**src/rtl/sram_axi_bridge.sv**
```systemverilog
// Bridge from the data cache's SRAM-like req/addr_ok/data_ok port to AXI3 single-beat reads and writes.
// Optional sticky AXI error flag `resp_err` is built when SRAM_AXI_RESP_ERR_EN is defined.
module sram_axi_bridge #(
  parameter logic [3:0] AXI_ID = 4'd1
) (
  input  logic        clk,
  input  logic        rst,
  // SRAM-like side
  input  logic        req,
  input  logic        wr,
  input  logic [1:0]  size,
  input  logic [31:0] addr,
  input  logic [31:0] wdata,
  output logic [31:0] rdata,
  output logic        addr_ok,
  output logic        data_ok,
  // AXI read address
  output logic [3:0]  arid,
  output logic [31:0] araddr,
  output logic [7:0]  arlen,
  output logic [2:0]  arsize,
  output logic [1:0]  arburst,
  output logic        arvalid,
  input  logic        arready,
  // AXI read data
  input  logic [3:0]  rid,
  input  logic [31:0] rdata_axi,
  input  logic [1:0]  rresp,
  input  logic        rlast,
  input  logic        rvalid,
  output logic        rready,
  // AXI write address
  output logic [3:0]  awid,
  output logic [31:0] awaddr,
  output logic [7:0]  awlen,
  output logic [2:0]  awsize,
  output logic [1:0]  awburst,
  output logic        awvalid,
  input  logic        awready,
  // AXI write data
  output logic [3:0]  wid,
  output logic [31:0] wdata_axi,
  output logic [3:0]  wstrb,
  output logic        wlast,
  output logic        wvalid,
  input  logic        wready,
  // AXI write response
  input  logic [3:0]  bid,
  input  logic [1:0]  bresp,
  input  logic        bvalid,
  output logic        bready,
  // FSM state for checkers
  output logic [2:0]  state_dbg
`ifdef SRAM_AXI_RESP_ERR_EN
  ,
  output logic        resp_err
`endif
);

  localparam logic [2:0] S_IDLE  = 3'd0;
  localparam logic [2:0] S_RADDR = 3'd1;
  localparam logic [2:0] S_RDATA = 3'd2;
  localparam logic [2:0] S_WREQ  = 3'd3;
  localparam logic [2:0] S_WRESP = 3'd4;
  localparam logic [2:0] S_DONE  = 3'd5;

  logic [2:0]  state;
  logic [2:0]  state_nxt;
  logic [1:0]  lat_size;
  logic [31:0] lat_addr;
  logic [31:0] lat_wdata;
  logic        aw_done;
  logic        w_done;
  logic        ar_hs;
  logic        r_hs;
  logic        aw_hs;
  logic        w_hs;
  logic        b_hs;
  logic [1:0]  eff_size;

  // Handshake rule on every channel: a transfer happens in a cycle where
  // valid and ready are both high; valid never waits on ready.
  assign ar_hs = arvalid & arready;
  assign r_hs  = rvalid  & rready;
  assign aw_hs = awvalid & awready;
  assign w_hs  = wvalid  & wready;
  assign b_hs  = bvalid  & bready;

  assign addr_ok = req & (state == S_IDLE) & ~rst;

  always_comb begin
    state_nxt = state;
    case (state)
      S_IDLE:  if (addr_ok) state_nxt = wr ? S_WREQ : S_RADDR;
      S_RADDR: if (ar_hs) state_nxt = S_RDATA;
      S_RDATA: if (r_hs) state_nxt = S_DONE;
      S_WREQ:  if ((aw_done | aw_hs) & (w_done | w_hs)) state_nxt = S_WRESP;
      S_WRESP: if (b_hs) state_nxt = S_DONE;
      S_DONE:  state_nxt = S_IDLE;
      default: state_nxt = S_IDLE;
    endcase
  end

  always_ff @(posedge clk) begin
    if (rst) begin
      state     <= S_IDLE;
      lat_size  <= 2'd0;
      lat_addr  <= 32'd0;
      lat_wdata <= 32'd0;
      aw_done   <= 1'b0;
      w_done    <= 1'b0;
      rdata     <= 32'd0;
    end else begin
      state <= state_nxt;
      if (addr_ok) begin
        lat_size  <= size;
        lat_addr  <= addr;
        lat_wdata <= wdata;
      end
      // Flags only live inside WREQ; they are cleared as the FSM leaves it.
      if (state == S_WREQ && state_nxt != S_WREQ) begin
        aw_done <= 1'b0;
        w_done  <= 1'b0;
      end else begin
        if (aw_hs) aw_done <= 1'b1;
        if (w_hs)  w_done  <= 1'b1;
      end
      if (r_hs) rdata <= rdata_axi;
    end
  end

  // Size 3 is treated as a word access everywhere.
  assign eff_size = (lat_size == 2'd3) ? 2'd2 : lat_size;

  always_comb begin
    case (eff_size)
      2'd0:    wstrb = 4'b0001 << lat_addr[1:0];
      2'd1:    wstrb = 4'b0011 << {lat_addr[1], 1'b0};
      default: wstrb = 4'b1111;
    endcase
  end

  assign arid      = AXI_ID;
  assign araddr    = lat_addr;
  assign arlen     = 8'd0;
  assign arsize    = {1'b0, eff_size};
  assign arburst   = 2'b01;
  assign arvalid   = (state == S_RADDR);
  assign rready    = (state == S_RDATA);

  assign awid      = AXI_ID;
  assign awaddr    = lat_addr;
  assign awlen     = 8'd0;
  assign awsize    = {1'b0, eff_size};
  assign awburst   = 2'b01;
  assign awvalid   = (state == S_WREQ) & ~aw_done;

  assign wid       = AXI_ID;
  assign wdata_axi = lat_wdata;
  assign wlast     = 1'b1;
  assign wvalid    = (state == S_WREQ) & ~w_done;

  assign bready    = (state == S_WRESP);
  assign data_ok   = (state == S_DONE);
  assign state_dbg = state;

  // IDs and rlast carry no information for single-beat, single-ID traffic.
  logic unused_axi_in;
  assign unused_axi_in = ^{rid, rlast, bid};

`ifdef SRAM_AXI_RESP_ERR_EN
  always_ff @(posedge clk) begin
    if (rst) begin
      resp_err <= 1'b0;
    end else if ((r_hs && rresp != 2'b00) || (b_hs && bresp != 2'b00)) begin
      resp_err <= 1'b1;
    end
  end
`else
  logic unused_resp;
  assign unused_resp = ^{rresp, bresp};
`endif

endmodule

```
**config.mk**
```make
export PLATFORM = sky130hd
export DESIGN_NAME = sram_axi_bridge
export DESIGN_NICKNAME = d
export VERILOG_FILES = /design/src/rtl/sram_axi_bridge.sv
export SDC_FILE = /design/constraint.sdc
export NUM_CORES = 1
export LEC_CHECK = 0
export ABC_AREA = 1
export BUFFER_PORTS_ARGS = -buffer_cell sky130_fd_sc_hd__buf_2
export CORE_AREA = 2 2 118 120
export DETAILED_ROUTE_END_ITERATION = 8
export DIE_AREA = 0 0 120 122
export PLACE_DENSITY_LB_ADDON = 0.2
export SYNTH_ARGS = -nofsm -noshare
export SYNTH_HDL_FRONTEND = slang
export SYNTH_SLANG_ARGS = --single-unit
```
**constraint.sdc**
```tcl
create_clock -name clk -period 1.2 [get_ports clk]
set_input_delay 0.06 -clock clk [delete_from_list [all_inputs] [get_ports clk]]
set_output_delay 0.06 -clock clk [all_outputs]
set_load 0.01 [all_outputs]
```
Word-level counts from Yosys, hierarchy flattened
Cells that the tools add are included.

Bits in registers: 103. Bits of input ports: 120. Output and inout port bits: 181. Logic and storage cells: 45.

Equal/unequal tests: 8. Shift operators: 2. Mux-type cells: 9. Bitwise logic cells: 15. Reductions and logical operators: 4.

Operators with widths (number): $mux 3 (5); $pmux 3 s5 (1); $and 1x1->1 (10); $pmux 4 s2 (1); $eq 3x2->1 const B (2); $eq 3x3->1 const B (2); $mux 2 (2); $shl 1x2->4 const A (1); $shl 2x2->4 const A (1); $eq 3x1->1 const B (1); $logic_not 3->1 (1); $ne 3x2->1 const B (1); $not 1->1 (3); $eq 2x1->1 const B (1); $eq 2x2->1 const B (1); $logic_not 2->1 (1); $or 1x1->1 (2); $reduce_or 2->1 (1); $logic_and 1x1->1 (1).

Logic depth before layout (Yosys ltp)
Word-level depth: 10. Gate-level depth with buffers: 7. Mapped depth without buffers: 6.

Least setup slack after synthesis
No wires, ideal clock.

Path kind: flip-flop to flip-flop. Start point: reg state[1], in the netlist state_dbg[1]. End point: reg rdata[22]. Setup time: 0.070 ns. Arrival: 1.138 ns. Data required time: 1.130 ns. Slack: -0.009 ns. Cell stages (with the launch flop): 7. Buffers on the path: 2. Period minus slack after synthesis: 1.209 ns. Cells stage by stage: dfxtp_1 > buf_6 > inv_4 > nor3_4 > buf_6 > nand3_1 > a21oi_1.

Word-level cells in the longest chain between the ends: 2.

Ends and longest elaborated chain: start, declared (line 67) `logic [2:0] state;`; start signal, assigned (line 114) `state <= state_nxt;`; $eq 3x2->1 (line 149) `assign rready = (state == S_RDATA);`; via rready (line 31) `output logic rready,`; $and 1x1->1 (line 84) `assign r_hs = rvalid & rready;`; end signal, assigned (line 128) `if (r_hs) rdata <= rdata_axi;`; end, declared (line 14) `output logic [31:0] rdata,`.

The timed path passes the listed nets, and every way through them passes these cells. A chain may end at the register's enable or synchronous reset.

Worst setup path in the final report
Start point: reg state[0], in the netlist state_dbg[0]. End point: out rready.

Word-level cells in the longest chain between the ends: 1.

Ends and longest elaborated chain (line): $eq 3x2->1 (149); end, declared (31).

Every way passes these cells.

==> flow_metrics.tcl <==
set metrics [dict create \
    grt_pass1_vias 4468 \
    nFillCells 1226 \
    insertion_delay_ps 350 \
    end_kind "output pin" \
    tritoncts "done" \
    crit_family "buffers and inverters" \
    path_buf_inv 3 \
    multiInputGateArea_sq_mm 0.001818 \
    fin_tns_setup_ps -10150 \
    place_congestion 0.7963 \
    skew_ps 7.926 \
    comb_power_share 0.261 \
    start_util 0.3278 \
    min_period_ps 1395 \
    layout_setup_ws_ps -195.4 \
    die_h_um 122 \
    core_sq_mm 0.01350 \
    io_pins 301 \
    netlist_area_sq_mm 0.004427 \
    antenna_left 0 \
    cts_buffers 9 \
    leakagePower_nw 3.535 \
    finalNetCount 1017 \
    syn-mean-instance-area_sq_um 7.821 \
    rsz0062_at_grt "yes" \
    hold_ws_ps 56.91 \
    fmax_mhz 716.6 \
    regArea_sq_mm 0.002076 \
    htreeDepth 3 \
    synth-seq-area-share 0.4658 \
    grt_max_degree 86 \
    grt_pass1_wl_um 21910 \
    slowest_delay_ps 340 \
    via_per_inst 4.485 \
    finalCritPeriodShare 1.163 \
    critPathMaxFanout 4 \
    slowest_stage "dfxtp_2" \
    syn2layout_area_growth_pct 65.88 \
    worst_path_most_repeated_cell "buf_6" \
    dieArea_sq_mm 0.01464 \
    clkTransAtPathRegs_ps 60 \
    ys_types 26 \
    drv_cap 0 \
    worstPathArrival_ps 1340 \
    grt_overflow 0 \
    vias 4862 \
    final_cell_area_sq_mm 0.007343 \
    hpwl_um 9088 \
    outcome "finished with violations" \
    firstDrtPassIters 4 \
    required_ps 1140 \
    hold_viol_final 0 \
    pre_cts_ws_ps -47.60 \
    ir_drop_uv 709.5 \
    clk_path_buf_depth 2 \
    syn_inst 566 \
    wl_per_cell_um 14.29 \
    power_switching_share 0.2946 \
    synth_seq_cells 103 \
    drv_slew 0 \
    drive_gt1_frac 0.4102 \
    p_per_area_mw_per_mm2 1256 \
    io_buffers 252 \
    setup_viol_count_final 111 \
    rows 43 \
    clock-sinks 103 \
    total_power_mw 9.225 \
    hp-class "input pin to flop" \
    antenna_found_initial 2 \
    violations "setup timing" \
    path_cells "buf_6 -> nor3_4 -> buf_12 -> buf_6" \
    grt_usage 0.1896 \
    p_clk_frac 0.320 \
    drtIter0Drc 154 \
    drc 0 \
    die_x_um 120 \
    placed_area_sq_mm 0.005487 \
    crit_type "flop to output pin" \
    start_kind "flop" \
    routed_wl_um 15490 \
    yosysWarningCount 0 \
    power.internal_mw 6.507 \
    switchingPower_mw 2.718 \
    ctsRootBufferMaster "clkbuf_16" \
    seqPwrFrac 0.419 \
]
[power groups by stage]
stage	Sequential, mW	Clock, mW	Combinational (mW)
after floorplan	4.02	0	1.14
after global placement	3.91	0	1.78
after detailed placement	3.92	0	1.79
after CTS	3.85	3.04	2.23
after global routing	3.89	3.15	2.61
final	3.86	2.95	2.41
[Yosys cell counts]
cell type	number	area, sq um
inv_4	1	6.260
nor2_1	47	176.4
o21ai_0	6	30.03
buf_1	2	7.510
nand3_1	35	175.2
buf_2	11	55.05
o21ai_1	14	70.07
clkbuf_1	13	48.80
clkinv_4	1	8.760
a211oi_2	4	50.05
nand3_2	1	10.01
inv_1	18	67.56
nor2_4	1	11.26
nand4_1	4	25.02
a21oi_1	81	405.4
nor3_4	1	16.27
buf_6	10	112.6
nand3b_1	1	7.510
nor2_2	1	6.260
buf_4	71	533.0
nand2_4	1	11.26
nor3_2	1	10.01
nor3_1	2	10.01
conb_1	2	7.510
nand2_1	134	503.0
dfxtp_1	103	2062
[metrics by stage]
| stage | instances | utilization |
|---|---|---|
| 2_1_floorplan | 599 | - |
| 3_3_place_gp | 943 | 0.4063 |
| 3_5_place_dp | 943 | 0.4063 |
| 4_1_cts | 1069 | 0.5175 |
| 5_1_grt | 1083 | 0.5436 |
| 6_report | 1084 | 0.5438 |
[cell families (layout without fill, tap and decap cells)]
group	Yosys count	count (layout)	synth area share
flip-flops	103	103	0.4658
AO/OA/AOI/OAI	105	105	0.1255
AND/OR/NAND/NOR	229	229	0.2174
buffers and inverters	127	430	0.1897
other	2	37	0.001697
[cell type report]
class,count,area share
Timing Repair Buffer,394,0.3854
Sequential cell,103,0.2827
Multi-Input combinational cell,369,0.2476
Clock buffer,13,0.03408
Tap cell,180,0.03067
Inverter,20,0.01312
Clock inverter,3,0.005793
Antenna cell,2,0.0006815
[worst register-to-register path, cell delays in order (launching register included)]
cell	delay (ps)
dfxtp_4	400
nor2_4	50
buf_4	130
nand2_4	160
clkinv_8	100
buf_4	190
o21ai_1	140
nor2_1	60
[registers in the layout, indices dropped and copies added (netlist names)]
register and count:
w_done 1, wdata_axi 32, aw_done 1, araddr 32, lat_size 2, rdata 32
state_dbg 3
[timing repair]
item	CTS	global route
hold buffers	97	1
endpoints found under the setup margin	69	117
pin swaps	4	15
gates resized for setup	29	51
endpoints found under the hold margin	97	1
cloned	2	5
setup buffers	11	7
[cell usage in the layout, fill, tap and decap left out, types with 2 or more instances in the layout]
cell type,count
buf_2,248
nand2_1,123
dlygate4sd3_1,98
dfxtp_1,96
a21oi_1,80
nor2_1,43
conb_1,35
buf_4,22
nand3_1,19
o21ai_1,16
nand3_2,14
clkbuf_16,13
buf_6,12
inv_1,11
nand2_2,11
inv_2,6
dfxtp_2,5
nor2_2,4
a211oi_2,4
nand4_1,4
buf_12,4
nand3_4,3
o21ai_0,3
clkbuf_1,3
buf_16,3
buf_8,3
diode_2,2
nor2_4,2
nor3_4,2
nor3_2,2
clkinvlp_4,2
dfxtp_4,2
[per-layer routing]
layer / wire length [um] / global-route usage / up-vias
met4: 414 / 0.08824 / 0
li1: - / - / 2382
met1: 5843 / 0.2031 / 2237
met2: 8020 / 0.3466 / 212
met5: 0 / 0 / -
met3: 1210 / 0.05056 / 31
[path summary, 6_finish.rpt]
check,endpoint,start,slack [ps],cells past startpoint
max,rready,state_dbg[0],-200,4
max reg2reg,araddr[2],state_dbg[1],-140,7
min,state_dbg[1],wr,60,5
min reg2reg,rdata[1],rdata[1],460,2
No activity file was read; power rests on OpenSTA's default activity.
